--- src/rtl/cc_decoder_write.sv ---
// Write-side decoder for the register bank: captures one write request, strobes the
// one-hot load enable for the selected register, then acknowledges or rejects it.
module cc_decoder_write #(
    parameter int unsigned DATAWIDTH_BUS           = 32,
    parameter int unsigned DATAWIDTH_MUX_SELECTION = 6,
    parameter int unsigned NUM_REGS                = 38,
    parameter int unsigned PROTECT_REG0            = 1
) (
    input  logic                               CC_DECODER_WRITE_CLOCK_50,
    input  logic                               CC_DECODER_WRITE_RESET_InHigh,
    input  logic                               CC_DECODER_WRITE_Request_In,
    input  logic [DATAWIDTH_MUX_SELECTION-1:0] CC_DECODER_WRITE_Selection_In,
    input  logic [DATAWIDTH_BUS-1:0]           CC_DECODER_WRITE_DataBUS_In,
    output logic [DATAWIDTH_BUS-1:0]           CC_DECODER_WRITE_DataBUS_Out,
    output logic [NUM_REGS-1:0]                CC_DECODER_WRITE_Load_Out,
    output logic                               CC_DECODER_WRITE_Busy_Out,
    output logic                               CC_DECODER_WRITE_Ack_Out,
    output logic                               CC_DECODER_WRITE_Error_Out
);

    typedef enum logic [1:0] {
        IDLE,
        LOAD,
        DONE
    } state_t;

    state_t                             state;
    state_t                             state_next;
    logic [DATAWIDTH_MUX_SELECTION-1:0] sel_r;
    logic                               sel_ok;

    // Target must exist and must not be the protected register 0.
    assign sel_ok = (32'(sel_r) < NUM_REGS) &&
                    !((PROTECT_REG0 != 0) && (sel_r == '0));

    always_ff @(posedge CC_DECODER_WRITE_CLOCK_50) begin
        if (CC_DECODER_WRITE_RESET_InHigh) begin
            state                        <= IDLE;
            sel_r                        <= '0;
            CC_DECODER_WRITE_DataBUS_Out <= '0;
        end else begin
            state <= state_next;
            if (state == IDLE && CC_DECODER_WRITE_Request_In) begin
                sel_r                        <= CC_DECODER_WRITE_Selection_In;
                CC_DECODER_WRITE_DataBUS_Out <= CC_DECODER_WRITE_DataBUS_In;
            end
        end
    end

    always_comb begin
        state_next = state;
        case (state)
            IDLE:    if (CC_DECODER_WRITE_Request_In) state_next = LOAD;
            LOAD:    state_next = DONE;
            DONE:    state_next = IDLE;
            default: state_next = IDLE;
        endcase
    end

    // Strobes depend only on registered state and sel_r, never on live inputs.
    always_comb begin
        CC_DECODER_WRITE_Load_Out  = '0;
        CC_DECODER_WRITE_Busy_Out  = (state != IDLE);
        CC_DECODER_WRITE_Ack_Out   = 1'b0;
        CC_DECODER_WRITE_Error_Out = 1'b0;
        case (state)
            LOAD: begin
                if (sel_ok) CC_DECODER_WRITE_Load_Out = NUM_REGS'(1) << sel_r;
            end
            DONE: begin
                CC_DECODER_WRITE_Ack_Out   = sel_ok;
                CC_DECODER_WRITE_Error_Out = !sel_ok;
            end
            default: ;
        endcase
    end

endmodule

--- config.mk ---
export PLATFORM = sky130hd
export DESIGN_NAME = cc_decoder_write
export DESIGN_NICKNAME = d
export VERILOG_FILES = /design/src/rtl/cc_decoder_write.sv
export SDC_FILE = /design/constraint.sdc
export NUM_CORES = 1
export LEC_CHECK = 0
export CAP_MARGIN = 10
export CORE_MARGIN = 1.5
export CORE_UTILIZATION = 36
export CTS_CLUSTER_DIAMETER = 150
export CTS_CLUSTER_SIZE = 14
export DETAILED_ROUTE_END_ITERATION = 10
export PLACE_DENSITY = 0.88
export SLEW_MARGIN = 0
export SYNTH_ARGS = -nofsm -noshare
export SYNTH_HDL_FRONTEND = slang
export SYNTH_SLANG_ARGS = --single-unit
export TNS_END_PERCENT = 20
--- constraint.sdc ---
create_clock -name CC_DECODER_WRITE_CLOCK_50 -period 1.8 [get_ports CC_DECODER_WRITE_CLOCK_50]
set_input_delay 0.54 -clock CC_DECODER_WRITE_CLOCK_50 [delete_from_list [all_inputs] [get_ports CC_DECODER_WRITE_CLOCK_50]]
set_output_delay 0.54 -clock CC_DECODER_WRITE_CLOCK_50 [all_outputs]
set_load 0.02 [all_outputs]
==> results of run 1 <==
-- sequential cells by signal (all words and copies together) (netlist names) --
signal,flops
state,2
CC_DECODER_WRITE_DataBUS_Out,32
sel_r,6
-- path summary, 6_finish.rpt --
check | from | to | cells past startpoint
min | CC_DECODER_WRITE_DataBUS_Out[13]$_SDFFE_PP0P_ | CC_DECODER_WRITE_DataBUS_Out[13]$_SDFFE_PP0P_ | 2
max reg2reg | state[1]$_SDFFE_PP0P_ | CC_DECODER_WRITE_DataBUS_Out[23]$_SDFFE_PP0P_ | 5
max | sel_r[1]$_SDFFE_PP0P_ | CC_DECODER_WRITE_Ack_Out | 3
min reg2reg | CC_DECODER_WRITE_DataBUS_Out[13]$_SDFFE_PP0P_ | CC_DECODER_WRITE_DataBUS_Out[13]$_SDFFE_PP0P_ | 2
-- power groups by stage --
stage | clock [uW] | combinational, uW | sequential (uW)
after global placement | 0 | 498 | 998
final | 619 | 531 | 988
after global routing | 675 | 569 | 997
after CTS | 642 | 528 | 987
after detailed placement | 0 | 510 | 1000
after floorplan | 0 | 203 | 1050
-- layer usage --
| layer | vias to the layer above | GRT usage |
|---|---|---|
| li1 | 880 | - |
| met1 | 805 | 0.213 |
| met2 | 87 | 0.369 |
| met3 | 8 | 0.0653 |
| met4 | 0 | 0.0713 |
| met5 | - | 0 |
-- stage by stage --
| step | hold WS, ns | setup slack, ns |
|---|---|---|
| floorplan | 0.503 | -0.00521 |
| global placement | 0.471 | -0.371 |
| detailed placement | 0.485 | -0.475 |
| CTS | 0.505 | -0.154 |
| global route | 0.516 | -0.254 |
| finish | 0.496 | -0.162 |
-- kinds of logic after synthesis --
| group | after synthesis | synth area share |
|---|---|---|
| AOI/OAI and AO/OA | 3 | 0.0145 |
| buffers and inverters | 12 | 0.0414 |
| DFF | 40 | 0.465 |
| muxes | 38 | 0.221 |
| other | 1 | 0.00218 |
| and+or+nand+nor | 99 | 0.256 |
-- worst reg2reg max path: cells and delay by family, from the launching register on --
family        cells  cell delay, ns
buf+inv           2            0.41
flops             1            0.34
mux               1            0.23
simple gates      2            0.30
-- cell type report --
class                   instances  area [um2]
clock buffers                   7        96.3
well taps                      52        65.1
multi-input cells             141         972
repair buffers                131        1300
flip-flops and latches         40         818
fillers                       345        1220
-- cell usage in the layout (no fill, tap or decap), drive strengths merged --
master         count
clkbuf             7
conb               1
or3b               2
or3                1
nor2              78
nand3b             5
nand3              2
nand2              2
a211o              1
mux2i             38
nor3               2
a22oi              1
or2                1
dlymetal6s2s      24
nand2b             1
a221oi             1
clkdlybuf4s50     48
dfxtp             40
buf               59
nor2b              1
nor3b              3
nand4b             1
-- timing repair --
action / in CTS / in global routing
buffers inserted: 2 / 0
endpoints found under the hold margin: 0 / 0
setup endpoints to repair: 40 / 63
resized for setup: 241 / 38
pin swaps: 11 / 8
==> results.sh, run 1 <==
export IMPL_status="complete, but fails checks"
export IMPL_violations="setup timing"
export IMPL_postLayoutCellArea_um2=3250
export IMPL_fmax_ghz=0.510
export IMPL_critPathTopFamily="compound AO/OA/AOI/OAI gates"
export IMPL_drc=0
export IMPL_clk_latency_ns=0.28
export IMPL_synth_area_um2=1720
export IMPL_worst_path_largest_cell_delay_ns=0.37
export IMPL_cts_root_buf="clkbuf_8"
export IMPL_finClkSkew_ns=0.00443
export IMPL_track_usage=0.200
export IMPL_start_util=0.385
export IMPL_ir_drop_mv=0.538
export IMPL_post_dp_hpwl_mm=3.61
export IMPL_switching_share=0.264
export IMPL_ys_flop_type="dfxtp_1"
export IMPL_worstPathCellList="a211o_1 > a221oi_2 > buf_4"
export IMPL_cts_hold_buf=0
export IMPL_ys_seq_area_frac=0.465
export IMPL_die_w_um=72.2
export IMPL_critPathBufInv=1
export IMPL_area_delta_synth_final_pct=88.9
export IMPL_grt_max_degree=36
export IMPL_dieArea_um2=5210
export IMPL_globalRouteOverflowTotal=0
export IMPL_layout_nets=360
export IMPL_syn_num_nets=234
export IMPL_place_congestion=0.760
export IMPL_synth_area_leader_cell="dfxtp_1"
export IMPL_setup_ws_ns=-0.162
export IMPL_utilization=0.727
export IMPL_clk_pin_slew_ns=0.07
export IMPL_synthCells=193
export IMPL_grt_pass1_vias=1776
export IMPL_core_area_um2=4470
export IMPL_final_cells=371
export IMPL_crit_path_max_fanout=7
export IMPL_cts_htree_levels=2
export IMPL_crit_path_end_kind="output pin"
export IMPL_pwr_share_comb=0.249
export IMPL_yosysTopAreaCellShare=0.465
export IMPL_antenna_found_initial=0
export IMPL_ios=114
export IMPL_clkPwrFrac=0.289
export IMPL_cts_tree="built"
export IMPL_dpl_cell_count=362
export IMPL_num_rows=24
export IMPL_clockBufferDepth=2
export IMPL_synth_seq_cells=40
export IMPL_worstPathRequired_ns=1.26
export IMPL_p_switching_uw=564
export IMPL_top_layer_used="met4"
export IMPL_worst_hold_path_type="flop to flop"
export IMPL_synth_commonest_cells="nor2_1 (78), dfxtp_1 (40), mux2i_1 (38)"
export IMPL_cap_violations=0
export IMPL_synthTopCellsByArea="dfxtp_1 (46%), mux2i_1 (22%), nor2_1 (17%)"
export IMPL_async_flop_share=0
export IMPL_critPathKind="flop to output pin"
export IMPL_r2r_slack_ns=0.42
export IMPL_die_y_um=72.2
export IMPL_dr_pass1_iters=4
export IMPL_maxSlewViolCount=0
export IMPL_critPathSlowestCell="dfxtp_4"
export IMPL_placed_area_um2=3000
export IMPL_fin_crit_ns=1.96
export IMPL_yosysWarnings=0
export IMPL_synth_most_common_cell="nor2_1"
export IMPL_period_share=1.09
export IMPL_grt_pass1_wl_mm=8.24
export IMPL_cts_sinks=40
export IMPL_vias=1780
export IMPL_dr_wl_met2_mm=2.66
export IMPL_synth_cell_types=22
export IMPL_cp_start_kind="flop"
export IMPL_port_buffers=112
export IMPL_avgRoutedWirePerCell_um=14.0
export IMPL_fin_setup_tns_ns=-4.68
export IMPL_diodes=0
export IMPL_hold_viol_final=0
export IMPL_setup_viol=39
export IMPL_vias_per_cell=4.80
export IMPL_cts_buffers_inserted=5
export IMPL_syn_avg_cell_area_um2=8.93
export IMPL_p_int_uw=1570
export IMPL_met1_length_mm=1.94
export IMPL_arrival_ns=1.42
export IMPL_antenna_left=0
export IMPL_rsz0062_at_grt="true"
export IMPL_wl_mm=5.21
export IMPL_drive_gt1_frac=0.317
export IMPL_cellLeakagePower_uw=0.00172
export IMPL_wl_met3_um=534
export IMPL_power_total_uw=2140
export IMPL_synth_edff_count=0
export IMPL_drtIter0Drc=100
export IMPL_cellPowerDensity_nw_per_um2=657
export IMPL_seqPwrFrac=0.462
Note: power is estimated with default switching activity, not from simulation.
==> run 2: changes to the inputs <==
--- a/config.mk
+++ b/config.mk
@@ -11,7 +11,8 @@
 export CTS_CLUSTER_DIAMETER = 150
 export CTS_CLUSTER_SIZE = 14
 export DETAILED_ROUTE_END_ITERATION = 10
-export PLACE_DENSITY = 0.88
+export GPL_TIMING_DRIVEN = 0
+export PLACE_DENSITY = 0.81
 export SLEW_MARGIN = 0
 export SYNTH_ARGS = -nofsm -noshare
 export SYNTH_HDL_FRONTEND = slang
==> run 2 against run 1 <==
The flow still finishes with violations (setup timing). Clock skew shrank 0.0013 ns. Routed wire length is 0.90% lower. Clock power is 12% lower. Largest power group unchanged. Global-route usage down 0.95 points. Critical path depth rose by 3.
==> results.sh, run 2 (same netlist as run 1, synthesis figures left out) <==
export IMPL_largestRegisters="CC_DECODER_WRITE_DataBUS_Out (32), sel_r (6), state (2)"
export IMPL_port_buffers=111
export IMPL_violations="setup timing"
export IMPL_cellPowerDensity_nw_per_um2=624
export IMPL_holdWs_ns=0.491
export IMPL_status="complete, but fails checks"
export IMPL_seqPwrFrac=0.476
export IMPL_placed_area_um2=2910
export IMPL_period_share=1.14
export IMPL_switching_share=0.275
export IMPL_crit_path_end_kind="output pin"
export IMPL_p_switching_uw=569
export IMPL_clk_latency_ns=0.28
export IMPL_post_dp_hpwl_mm=3.62
export IMPL_diodes=0
export IMPL_ir_drop_mv=0.471
export IMPL_cts_htree_levels=2
export IMPL_fillers=350
export IMPL_worst_hold_path_type="flop to flop"
export IMPL_vias=1810
export IMPL_clkPwrFrac=0.264
export IMPL_postLayoutCellArea_um2=3310
export IMPL_dieArea_um2=5210
export IMPL_setup_viol=39
export IMPL_rsz0062_at_grt="true"
export IMPL_track_usage=0.191
export IMPL_finClkSkew_ns=0.00310
export IMPL_fin_crit_ns=2.06
export IMPL_critPathKind="flop to output pin"
export IMPL_avgRoutedWirePerCell_um=13.8
export IMPL_worstPathRequired_ns=1.26
export IMPL_grt_max_degree=12
export IMPL_utilization=0.741
export IMPL_wl_mm=5.16
export IMPL_hold_viol_final=0
export IMPL_largest_reg_flops=32
export IMPL_cap_violations=0
export IMPL_dr_pass1_iters=4
export IMPL_layout_nets=364
export IMPL_cts_buffers_inserted=5
export IMPL_grt_pass1_vias=1737
export IMPL_globalRouteOverflowTotal=0
export IMPL_grt_pass1_wl_mm=7.79
export IMPL_p_int_uw=1500
export IMPL_pwr_share_comb=0.260
export IMPL_setup_ws_ns=-0.255
export IMPL_fin_setup_tns_ns=-7.01
export IMPL_fmax_ghz=0.487
export IMPL_start_util=0.385
export IMPL_arrival_ns=1.52
export IMPL_drive_gt1_frac=0.331
export IMPL_place_congestion=0.728
export IMPL_antenna_left=0
export IMPL_area_delta_synth_final_pct=92.4
export IMPL_crit_path_max_fanout=8
export IMPL_die_y_um=72.2
export IMPL_core_area_um2=4470
export IMPL_cts_tree="built"
export IMPL_cts_root_buf="clkbuf_8"
export IMPL_num_rows=24
export IMPL_maxSlewViolCount=0
export IMPL_die_w_um=72.2
export IMPL_clockBufferDepth=2
export IMPL_clk_pin_slew_ns=0.07
export IMPL_ios=114
export IMPL_drc=0
export IMPL_cts_sinks=40
export IMPL_drtIter0Drc=63
export IMPL_final_cell_mix="nor2_1 (56), clkdlybuf4s50_1 (53), mux2i_1 (38), dfxtp_1 (32), buf_4 (32)"
export IMPL_cp_start_kind="flop"
export IMPL_vias_per_cell=4.83
export IMPL_antenna_found_initial=0
export IMPL_largest_register="CC_DECODER_WRITE_DataBUS_Out"
export IMPL_cellLeakagePower_uw=0.00162
export IMPL_final_common_cell="nor2_1"
-- run 2: cell count changes in the layout (fill, tap and decap cells not counted), sizes merged --
cell,delta
clkbuf,+4
clkdlybuf4s50,+5
dlymetal6s2s,-6
clkinv,+1
-- run 2: layout make-up --
type                       count  area, um2  share of cell area
tap                           52       65.1              0.0196
clock inverter                 1       5.00             0.00151
timing repair buffer         124       1230               0.372
buffer                        11       95.1              0.0287
sequential                    40        823               0.248
multi-input combinational    141       1020               0.308
clock buffer                   6       72.6              0.0219
-- run 2: routing by layer --
layer,global-route usage,part of all wire,vias to the layer above
met5,0,0,-
met4,0.0776,0.013,0
met3,0.0750,0.10,7
met2,0.329,0.49,89
met1,0.210,0.40,819
li1,-,-,895
-- run 2: metrics by stage --
| stage | instances | power (uW) | setup slack (ns) |
|---|---|---|---|
| 2_1_floorplan | 193 | 1260 | -0.00521 |
| 3_3_place_gp | 356 | 1480 | -0.499 |
| 3_5_place_dp | 356 | 1490 | -0.575 |
| 4_1_cts | 373 | 2070 | -0.245 |
| 5_1_grt | 375 | 2170 | -0.325 |
| 6_report | 375 | 2070 | -0.255 |
-- run 2: power groups by stage --
stage / logic, uW / clock network (uW) / registers [uW]
2_1_floorplan: 203 / 0 / 1050
3_3_place_gp: 479 / 0 / 997
3_5_place_dp: 486 / 0 / 999
4_1_cts: 521 / 569 / 984
5_1_grt: 578 / 604 / 992
6_report: 538 / 546 / 984
-- run 2: final timing paths --
path	start	to	slack (ns)	depth (start not counted)
max reg2reg	state[1]$_SDFFE_PP0P_	sel_r[3]$_SDFFE_PP0P_	0.31	6
min reg2reg	CC_DECODER_WRITE_DataBUS_Out[27]$_SDFFE_PP0P_	CC_DECODER_WRITE_DataBUS_Out[27]$_SDFFE_PP0P_	0.49	2
min	CC_DECODER_WRITE_DataBUS_Out[27]$_SDFFE_PP0P_	CC_DECODER_WRITE_DataBUS_Out[27]$_SDFFE_PP0P_	0.49	2
max	sel_r[5]$_SDFFE_PP0P_	CC_DECODER_WRITE_Load_Out[10]	-0.26	6
-- run 2: critical path: stages, from the launching register on --
cell and delay (ns):
dfxtp_4 0.37, nor3b_4 0.23, buf_4 0.14, nand3b_1 0.08, buf_6 0.17, nor2_1 0.10
buf_4 0.15
-- run 2: repair_timing --
action,4_1_cts,5_1_grt
hold buffers,0,0
buffers inserted,11,2
cloned,0,1
pin swaps,8,10
endpoints found under the setup margin,40,66
resized for setup,249,54
==> run 3: changes to the inputs <==
--- a/config.mk
+++ b/config.mk
@@ -5,7 +5,6 @@
 export SDC_FILE = /design/constraint.sdc
 export NUM_CORES = 1
 export LEC_CHECK = 0
-export CAP_MARGIN = 10
 export CORE_MARGIN = 1.5
 export CORE_UTILIZATION = 36
 export CTS_CLUSTER_DIAMETER = 150
==> constraint.sdc (replaced) <==
create_clock -name CC_DECODER_WRITE_CLOCK_50 -period 2.35 [get_ports CC_DECODER_WRITE_CLOCK_50]
set_input_delay 0.705 -clock CC_DECODER_WRITE_CLOCK_50 [delete_from_list [all_inputs] [get_ports CC_DECODER_WRITE_CLOCK_50]]
set_output_delay 0.705 -clock CC_DECODER_WRITE_CLOCK_50 [all_outputs]
set_load 0.02 [all_outputs]
==> run 3 against run 2 <==
The run now ends clean. Cell area fell by 11%. Routed wire length fell by 6.7%. Critical path depth fell by 1. Clock-buffer cell count rose by 2. Die area did not move. First-iteration DRC count rose by 3.2%. Clock skew fell by 0.0017 ns. Via count fell by 2.8%. Largest power group unchanged. Hold slack improved by 0.0029 ns. Highest routed layer unchanged.
==> results.sh, run 3 (same netlist as run 1, synthesis figures left out) <==
export IMPL_seq_area_um2=811
export IMPL_multi_input_area_um2=891
export IMPL_cts_tree="built"
export IMPL_grt_pass1_vias=1679
export IMPL_track_usage=0.183
export IMPL_antenna_found_initial=0
export IMPL_grt_pass1_wl_mm=7.65
export IMPL_drc=0
export IMPL_hold_depth=2
export IMPL_status="complete, no violations"
export IMPL_vias=1759
export IMPL_grt_max_degree=12
export IMPL_fmax_ghz=0.435
export IMPL_start_util=0.385
export IMPL_antenna_left=0
export IMPL_ios=114
export IMPL_largestRegisters="CC_DECODER_WRITE_DataBUS_Out (32), sel_r (6), state (2)"
export IMPL_maxSlewViolCount=0
export IMPL_grt_use_met3=0.0611
export IMPL_busiest_layer="met2"
export IMPL_cellPowerDensity_nw_per_um2=538
export IMPL_avgRoutedWirePerCell_um=13.1
export IMPL_rsz0062_at_grt="true"
export IMPL_pwr_share_comb=0.236
export IMPL_cp_start_kind="flop"
export IMPL_cellLeakagePower_uw=0.00127
export IMPL_clkPwrFrac=0.289
export IMPL_layout_nets=355
export IMPL_critPathKind="flop to output pin"
export IMPL_crit_path_max_fanout=10
export IMPL_finClkSkew_ns=0.00143
export IMPL_hold_viol_final=0
export IMPL_ir_drop_mv=0.412
export IMPL_final_common_cell="nor2_1"
export IMPL_period_share=0.979
export IMPL_diodes=0
export IMPL_use_met1=0.215
export IMPL_cts_root_buf="clkbuf_8"
export IMPL_largest_register="CC_DECODER_WRITE_DataBUS_Out"
export IMPL_globalRouteOverflowTotal=0
export IMPL_clk_latency_ns=0.28
export IMPL_pre_cts_slack_ns=-0.171
export IMPL_drive_gt1_frac=0.200
export IMPL_switching_share=0.267
export IMPL_place_congestion=0.720
export IMPL_holdWs_ns=0.494
export IMPL_cts_hold_buf=0
export IMPL_largest_reg_flops=32
export IMPL_p_switching_uw=426
export IMPL_fin_setup_tns_ns=0
export IMPL_setup_viol=0
export IMPL_rr_worst_depth=5
export IMPL_area_delta_synth_final_pct=71.9
export IMPL_worst_hold_path_type="flop to flop"
export IMPL_cts_sinks=40
export IMPL_fin_crit_ns=2.30
export IMPL_final_cell_mix="nor2_1 (77), clkdlybuf4s50_1 (72), mux2i_1 (38), dfxtp_1 (34), buf_4 (14)"
export IMPL_post_dp_hpwl_mm=3.57
export IMPL_p_int_uw=1170
export IMPL_clockBufferDepth=2
export IMPL_vias_per_cell=4.79
export IMPL_core_area_um2=4470
export IMPL_drtIter0Drc=65
export IMPL_arrival_ns=1.60
export IMPL_fillers=392
export IMPL_cts_htree_levels=2
export IMPL_wl_mm=4.82
export IMPL_dieArea_um2=5210
export IMPL_worstPathRequired_ns=1.64
export IMPL_setup_ws_ns=0.0495
export IMPL_port_buffers=111
export IMPL_power_total_uw=1590
export IMPL_crit_path_end_kind="output pin"
export IMPL_dr_pass1_iters=4
export IMPL_die_y_um=72.2
export IMPL_die_w_um=72.2
export IMPL_cts_buffers_inserted=5
export IMPL_cap_violations=0
export IMPL_seqPwrFrac=0.475
export IMPL_met2_usage=0.317
export IMPL_clk_pin_slew_ns=0.07
export IMPL_num_rows=24
run 3: cell count changes in the layout (fill, tap and decap cells not counted), moves of 4 or more:
cell	previous run	this run
nor2_1	56	77
buf_6	22	3
clkdlybuf4s50_1	53	72
buf_4	32	14
dlymetal6s2s_1	18	0
nor2_4	12	0
clkbuf_2	1	12
dlygate4sd2_1	0	9
nor2_2	10	1
buf_2	2	7
clkdlybuf4s15_2	0	5
dfxtp_4	5	1
run 3: final timing paths:
check | slack (ns) | to | startpoint
worst max-delay path | 0.05 | CC_DECODER_WRITE_Error_Out | sel_r[1]$_SDFFE_PP0P_
worst min register to register | 0.49 | CC_DECODER_WRITE_DataBUS_Out[15]$_SDFFE_PP0P_ | CC_DECODER_WRITE_DataBUS_Out[15]$_SDFFE_PP0P_
worst max register to register | 0.92 | CC_DECODER_WRITE_DataBUS_Out[30]$_SDFFE_PP0P_ | state[1]$_SDFFE_PP0P_
worst min-delay path | 0.49 | CC_DECODER_WRITE_DataBUS_Out[15]$_SDFFE_PP0P_ | CC_DECODER_WRITE_DataBUS_Out[15]$_SDFFE_PP0P_
run 3: stage by stage:
step	area [um2]	util	cells
floorplan	1720	-	193
global placement	2900	0.648	356
detailed placement	2900	0.648	356
CTS	3000	0.670	367
global route	2960	0.662	367
finish	2960	0.662	367
run 3: area by class of cell:
type | count | area share
clock buffer | 8 | 0.0304
sequential | 40 | 0.274
tap | 52 | 0.0220
timing repair buffer | 115 | 0.349
multi-input combinational | 141 | 0.301
buffer | 11 | 0.0237
run 3: what timing repair did:
action / CTS / global route
setup buffers: 4 / 0
gates resized for setup: 100 / 42
pin swaps: 2 / 2
setup endpoints to repair: 39 / 34
run 3: power groups by stage:
| stage | clock [uW] | combinational (uW) | sequential, uW |
|---|---|---|---|
| after CTS | 476 | 375 | 756 |
| after detailed placement | 0 | 370 | 766 |
| final | 461 | 376 | 758 |
| after global placement | 0 | 365 | 764 |
| after floorplan | 0 | 154 | 807 |
| after global routing | 502 | 407 | 764 |
run 3: critical path, stage by stage (launching register included):
cell           delay, ns
dfxtp_1             0.30
buf_2               0.17
a211o_1             0.29
a22oi_1             0.15
nor2_1              0.06
dlygate4sd2_1       0.33
run 3: metal layers:
| metal | vias up | routed length (um) |
|---|---|---|
| li1 | 878 | - |
| met1 | 787 | 1970 |
| met2 | 84 | 2260 |
| met3 | 10 | 527 |
| met4 | 0 | 59 |
| met5 | - | 0 |
==> edit 1, RTL diff (config.mk and constraints of run 3) <==
`DATAWIDTH_BUS`: 32 -> 40.
--- a/src/rtl/cc_decoder_write.sv
+++ b/src/rtl/cc_decoder_write.sv
@@ -3,3 +3,3 @@
 module cc_decoder_write #(
-    parameter int unsigned DATAWIDTH_BUS           = 32,
+    parameter int unsigned DATAWIDTH_BUS           = 40,
     parameter int unsigned DATAWIDTH_MUX_SELECTION = 6,
Interface: changed (resized CC_DECODER_WRITE_DataBUS_In and CC_DECODER_WRITE_DataBUS_Out); port bits go from 114 to 130. No check against the original RTL was run, so the function may have changed too.
==> edit 1 against run 3 <==
  * Worst setup slack is essentially flat
  * Sequential share of layout area grew 1.0 points
  * Global-route usage shrank 0.13 points
  * Design area grew 16%
  * Sequential power grew 19%
  * Wire length grew 13%
  * Sequential cell count grew 8
  * Critical path depth grew 1
  * Clock power grew 9.3%
  * First-iteration DRC count shrank 4.6%
  * Core utilization shrank 3.2 points
  * Power grew 17%
  * Area after synthesis grew 17%
  * Largest power group unchanged
==> edit 1: results <==
metrics = {
    "status": {
        "outcome": "completed",
    },
    "pwr": {
        "powerDensity_nw_per_um2": 543,
        "leakagePower_nw": 1.47,
        "power_switching_w": 0.000504,
        "peakVddDrop_uv": 452,
    },
    "grt": {
        "track_usage": 0.182,
        "met2_usage": 0.323,
        "first_global_vias": 1972,
        "grt_max_degree": 15,
        "met3_usage": 0.0929,
        "grt_pass1_wl_um": 8880,
    },
    "worst_setup_path": {
        "path_max_fanout": 7,
        "cp_slowest_cell": "dfxtp_2",
        "reg2reg_to": "CC_DECODER_WRITE_DataBUS_Out[36]",
        "ff2ff_setup_slack_ns": 0.96,
        "slowest_delay_ns": 0.37,
        "cpLargestDelayFamily": "simple AND/OR/NAND/NOR gates",
    },
    "hold_path": {
        "hp-start": "CC_DECODER_WRITE_DataBUS_Out[18]",
        "hold_end": "CC_DECODER_WRITE_DataBUS_Out[18]",
    },
    "drt": {
        "avgRoutedWirePerCell_um": 12.7,
        "m1WireLength_um": 2130,
        "route.met2.wl_um": 2580,
        "drt_iter0_markers": 62,
    },
    "layout": {
        "comb.multi_input.count": 157,
        "fin_util": 0.630,
        "final-nonclk-buf-share": 0.370,
        "largestRegisters": "CC_DECODER_WRITE_DataBUS_Out (40), sel_r (6), state (2)",
        "nets": 407,
        "drive_above_1_share": 0.195,
        "clkCellAreaFrac": 0.0274,
    },
    "placed_design": {
        "place_hpwl_um": 4100,
        "port_buffers": 127,
        "dp_cells": 418,
    },
    "yosys": {
        "ys_seq_area_frac": 0.478,
        "netlist_top_cells_count": "nor2_1 (86), dfxtp_1 (48), mux2i_1 (46)",
        "synth_cells": 219,
        "synthesis.nets": 268,
        "synth.area.top_cells": "dfxtp_1 (48%), mux2i_1 (23%), nor2_1 (16%)",
    },
    "sta": {
        "period_needed_ns": 2.30,
    },
    "floorplan": {
        "core_area_um2": 5440,
    },
}
==> edit 1: changes by cell type in the layout (fill, tap and decap cells not counted), moves of 5 or more <==
| cell | run 3 | this run |
|---|---|---|
| clkdlybuf4s15_2 | 5 | 0 |
| nor2_1 | 77 | 84 |
| mux2i_1 | 38 | 46 |
| buf_2 | 7 | 17 |
| dfxtp_1 | 34 | 42 |
| clkdlybuf4s50_1 | 72 | 88 |
==> edit 1: logic make-up (layout without fill, tap and decap cells) <==
logic type      after synthesis  after routing  synth area share
buf+inv                      14            154            0.0448
other cells                   1              1           0.00186
mux                          46             46             0.229
flops                        48             48             0.478
compound gates                3              3            0.0124
simple gates                107            107             0.234
==> edit 1: what timing repair did <==
item / 4_1_cts / 5_1_grt
pin swaps: 4 / 2
buffers inserted: 6 / 0
endpoints found under the setup margin: 39 / 33
hold buffers: 0 / 0
gates resized for setup: 114 / 47
==> edit 2, RTL diff (config.mk and constraints of run 3) <==
Without the edit above. Put a register stage on the output `CC_DECODER_WRITE_Error_Out`, with the module's reset. The value now appears one clock later. The other outputs are not delayed to match.
--- a/src/rtl/cc_decoder_write.sv
+++ b/src/rtl/cc_decoder_write.sv
@@ -25,2 +25,4 @@
     } state_t;
+
+    logic CC_DECODER_WRITE_Error_Out_d;
 
@@ -64,3 +66,3 @@
         CC_DECODER_WRITE_Ack_Out   = 1'b0;
-        CC_DECODER_WRITE_Error_Out = 1'b0;
+        CC_DECODER_WRITE_Error_Out_d = 1'b0;
         case (state)
@@ -71,3 +73,3 @@
                 CC_DECODER_WRITE_Ack_Out   = sel_ok;
-                CC_DECODER_WRITE_Error_Out = !sel_ok;
+                CC_DECODER_WRITE_Error_Out_d = !sel_ok;
             end
@@ -77,2 +79,10 @@
 
+    always_ff @(posedge CC_DECODER_WRITE_CLOCK_50) begin
+        if (CC_DECODER_WRITE_RESET_InHigh) begin
+            CC_DECODER_WRITE_Error_Out <= '0;
+        end else begin
+            CC_DECODER_WRITE_Error_Out <= CC_DECODER_WRITE_Error_Out_d;
+        end
+    end
+
 endmodule
Check against the original RTL: not equivalent (a bounded check fails within 4 cycles, from zero or initial values and one cycle with CC_DECODER_WRITE_RESET_InHigh high).
==> edit 2 against run 3 <==
  * Non-clock buffer count up 3
  * Design area is 2.6% higher
  * Count of clock-buffer cells in the layout fell by 2
  * Wire length fell by 0.23%
  * Area after synthesis grew 1.2%
  * Sequential cell count increased by 1
  * Worst setup slack got worse by 0.0056 ns
  * Sequential share of layout area hardly changed
  * Power grew 1.3%
  * Sequential power up 2%
  * Critical endpoint is now CC_DECODER_WRITE_Load_Out[30]
  * Largest power group unchanged
  * Highest routed layer unchanged
==> edit 2: results <==
metrics = {
    "yosys": {
        "netlist_top_cells_count": "nor2_1 (77), dfxtp_1 (41), mux2i_1 (38)",
        "synth.area.top_cells": "dfxtp_1 (47%), mux2i_1 (22%), nor2_1 (17%)",
        "synth_ff_type": "dfxtp_1",
        "synth_warnings": 0,
        "synth_cell_types": 22,
        "synth_compound_area_frac": 0.0143,
        "synthArstFlopShare": 0,
        "synth_fa_ha_area_frac": 0,
        "postSynthAreaPerCell_um2": 8.99,
        "synthMuxAreaShare": 0.218,
        "synth_xor_area_frac": 0,
        "synthesis.nets": 235,
        "ys_seq_area_frac": 0.471,
    },
    "cts": {
        "clockBufferDepth": 2,
        "cts_buffers": 5,
        "cts_htree_levels": 2,
        "root_buffer": "clkbuf_8",
        "insertion_delay_ns": 0.28,
        "post_cts_resized": 106,
        "post-cts-setup-buffer-count": 5,
        "clk_pin_slew_ns": 0.08,
    },
    "layout": {
        "antenna-diode-count": 0,
        "largestRegisters": "CC_DECODER_WRITE_DataBUS_Out (32), sel_r (6), state (2)",
        "multi_input_area_um2": 883,
        "drive_above_1_share": 0.198,
        "n_fill_cell": 436,
    },
    "drt": {
        "drtPass1Iterations": 4,
        "drt_iter0_markers": 101,
        "avgRoutedWirePerCell_um": 12.9,
        "route.met2.wl_um": 2440,
        "m1WireLength_um": 1960,
        "wl_met3_um": 388,
        "viasPerCell": 4.72,
        "top_layer_used": "met4",
        "route.vias.total": 1756,
    },
    "worst_setup_path": {
        "crit_arrival_ns": 1.60,
        "cpLargestDelayFamily": "simple AND/OR/NAND/NOR gates",
        "slowest_delay_ns": 0.38,
        "path_max_fanout": 8,
        "cp_slowest_cell": "dfxtp_4",
    },
    "placed_design": {
        "place_area_um2": 2930,
        "place_hpwl_um": 3420,
        "globalplace.congestion": 0.715,
        "port_buffers": 112,
        "dp_cells": 360,
    },
    "grt": {
        "antenna_found_initial": 0,
        "met2_usage": 0.333,
        "met3_usage": 0.0635,
        "grt_max_degree": 13,
        "grt_pass1_wl_um": 7650,
        "track_usage": 0.185,
        "use_met1": 0.213,
        "first_global_vias": 1685,
    },
    "sta": {
        "fin_skew_ns": 0.00523,
    },
    "pwr": {
        "peakVddDrop_uv": 402,
        "leakagePower_nw": 1.28,
    },
    "hold_path": {
        "min_path_type": "reg2reg",
    },
    "status": {
        "outcome": "completed",
    },
}
## edit 2: cell count changes in the layout (fill, tap and decap cells not counted), sizes merged, moves of 2 or more
cell / run 3 / this run
clkbuf: 24 / 12
clkdlybuf4s15: 5 / 13
buf: 24 / 31
dlygate4sd2: 9 / 4
clkdlybuf4s50: 72 / 74
## edit 2: worst paths after layout
path	from	endpoint	slack (ns)	cells after the start
setup / recovery	state[0]	CC_DECODER_WRITE_Load_Out[30]	0.04	5
hold / removal	CC_DECODER_WRITE_DataBUS_Out[10]	CC_DECODER_WRITE_DataBUS_Out[10]	0.50	2
setup reg to reg	state[1]	sel_r[2]	0.76	6
hold reg to reg	CC_DECODER_WRITE_DataBUS_Out[10]	CC_DECODER_WRITE_DataBUS_Out[10]	0.50	2
## edit 2: metrics by stage
stage | hold slack (ns) | setup WS [ns]
2_1_floorplan | 0.504 | 0.310
3_3_place_gp | 0.471 | -0.122
3_5_place_dp | 0.482 | -0.155
4_1_cts | 0.502 | -0.141
5_1_grt | 0.533 | -0.0142
6_report | 0.497 | 0.0439
## edit 2: final cells by class
type / count / share of cell area
Tap cell: 54 / 0.0222
Buffer: 11 / 0.0231
Clock buffer: 6 / 0.0272
Sequential cell: 41 / 0.273
Timing Repair Buffer: 118 / 0.361
Clock inverter: 1 / 0.00247
Multi-Input combinational cell: 141 / 0.291
## edit 2: report_power, final
part	switching [W]	internal [W]
registers	0.0000316	0.000739
clock network	0.000234	0.000232
logic	0.000171	0.000207
total	0.000437	0.00118
## edit 2: worst register-to-register path, stage by stage, from the launching register on
cell,delay (ns)
dfxtp_4,0.37
buf_4,0.14
nor3b_2,0.29
buf_6,0.22
buf_6,0.19
mux2i_1,0.21
nor2_1,0.05
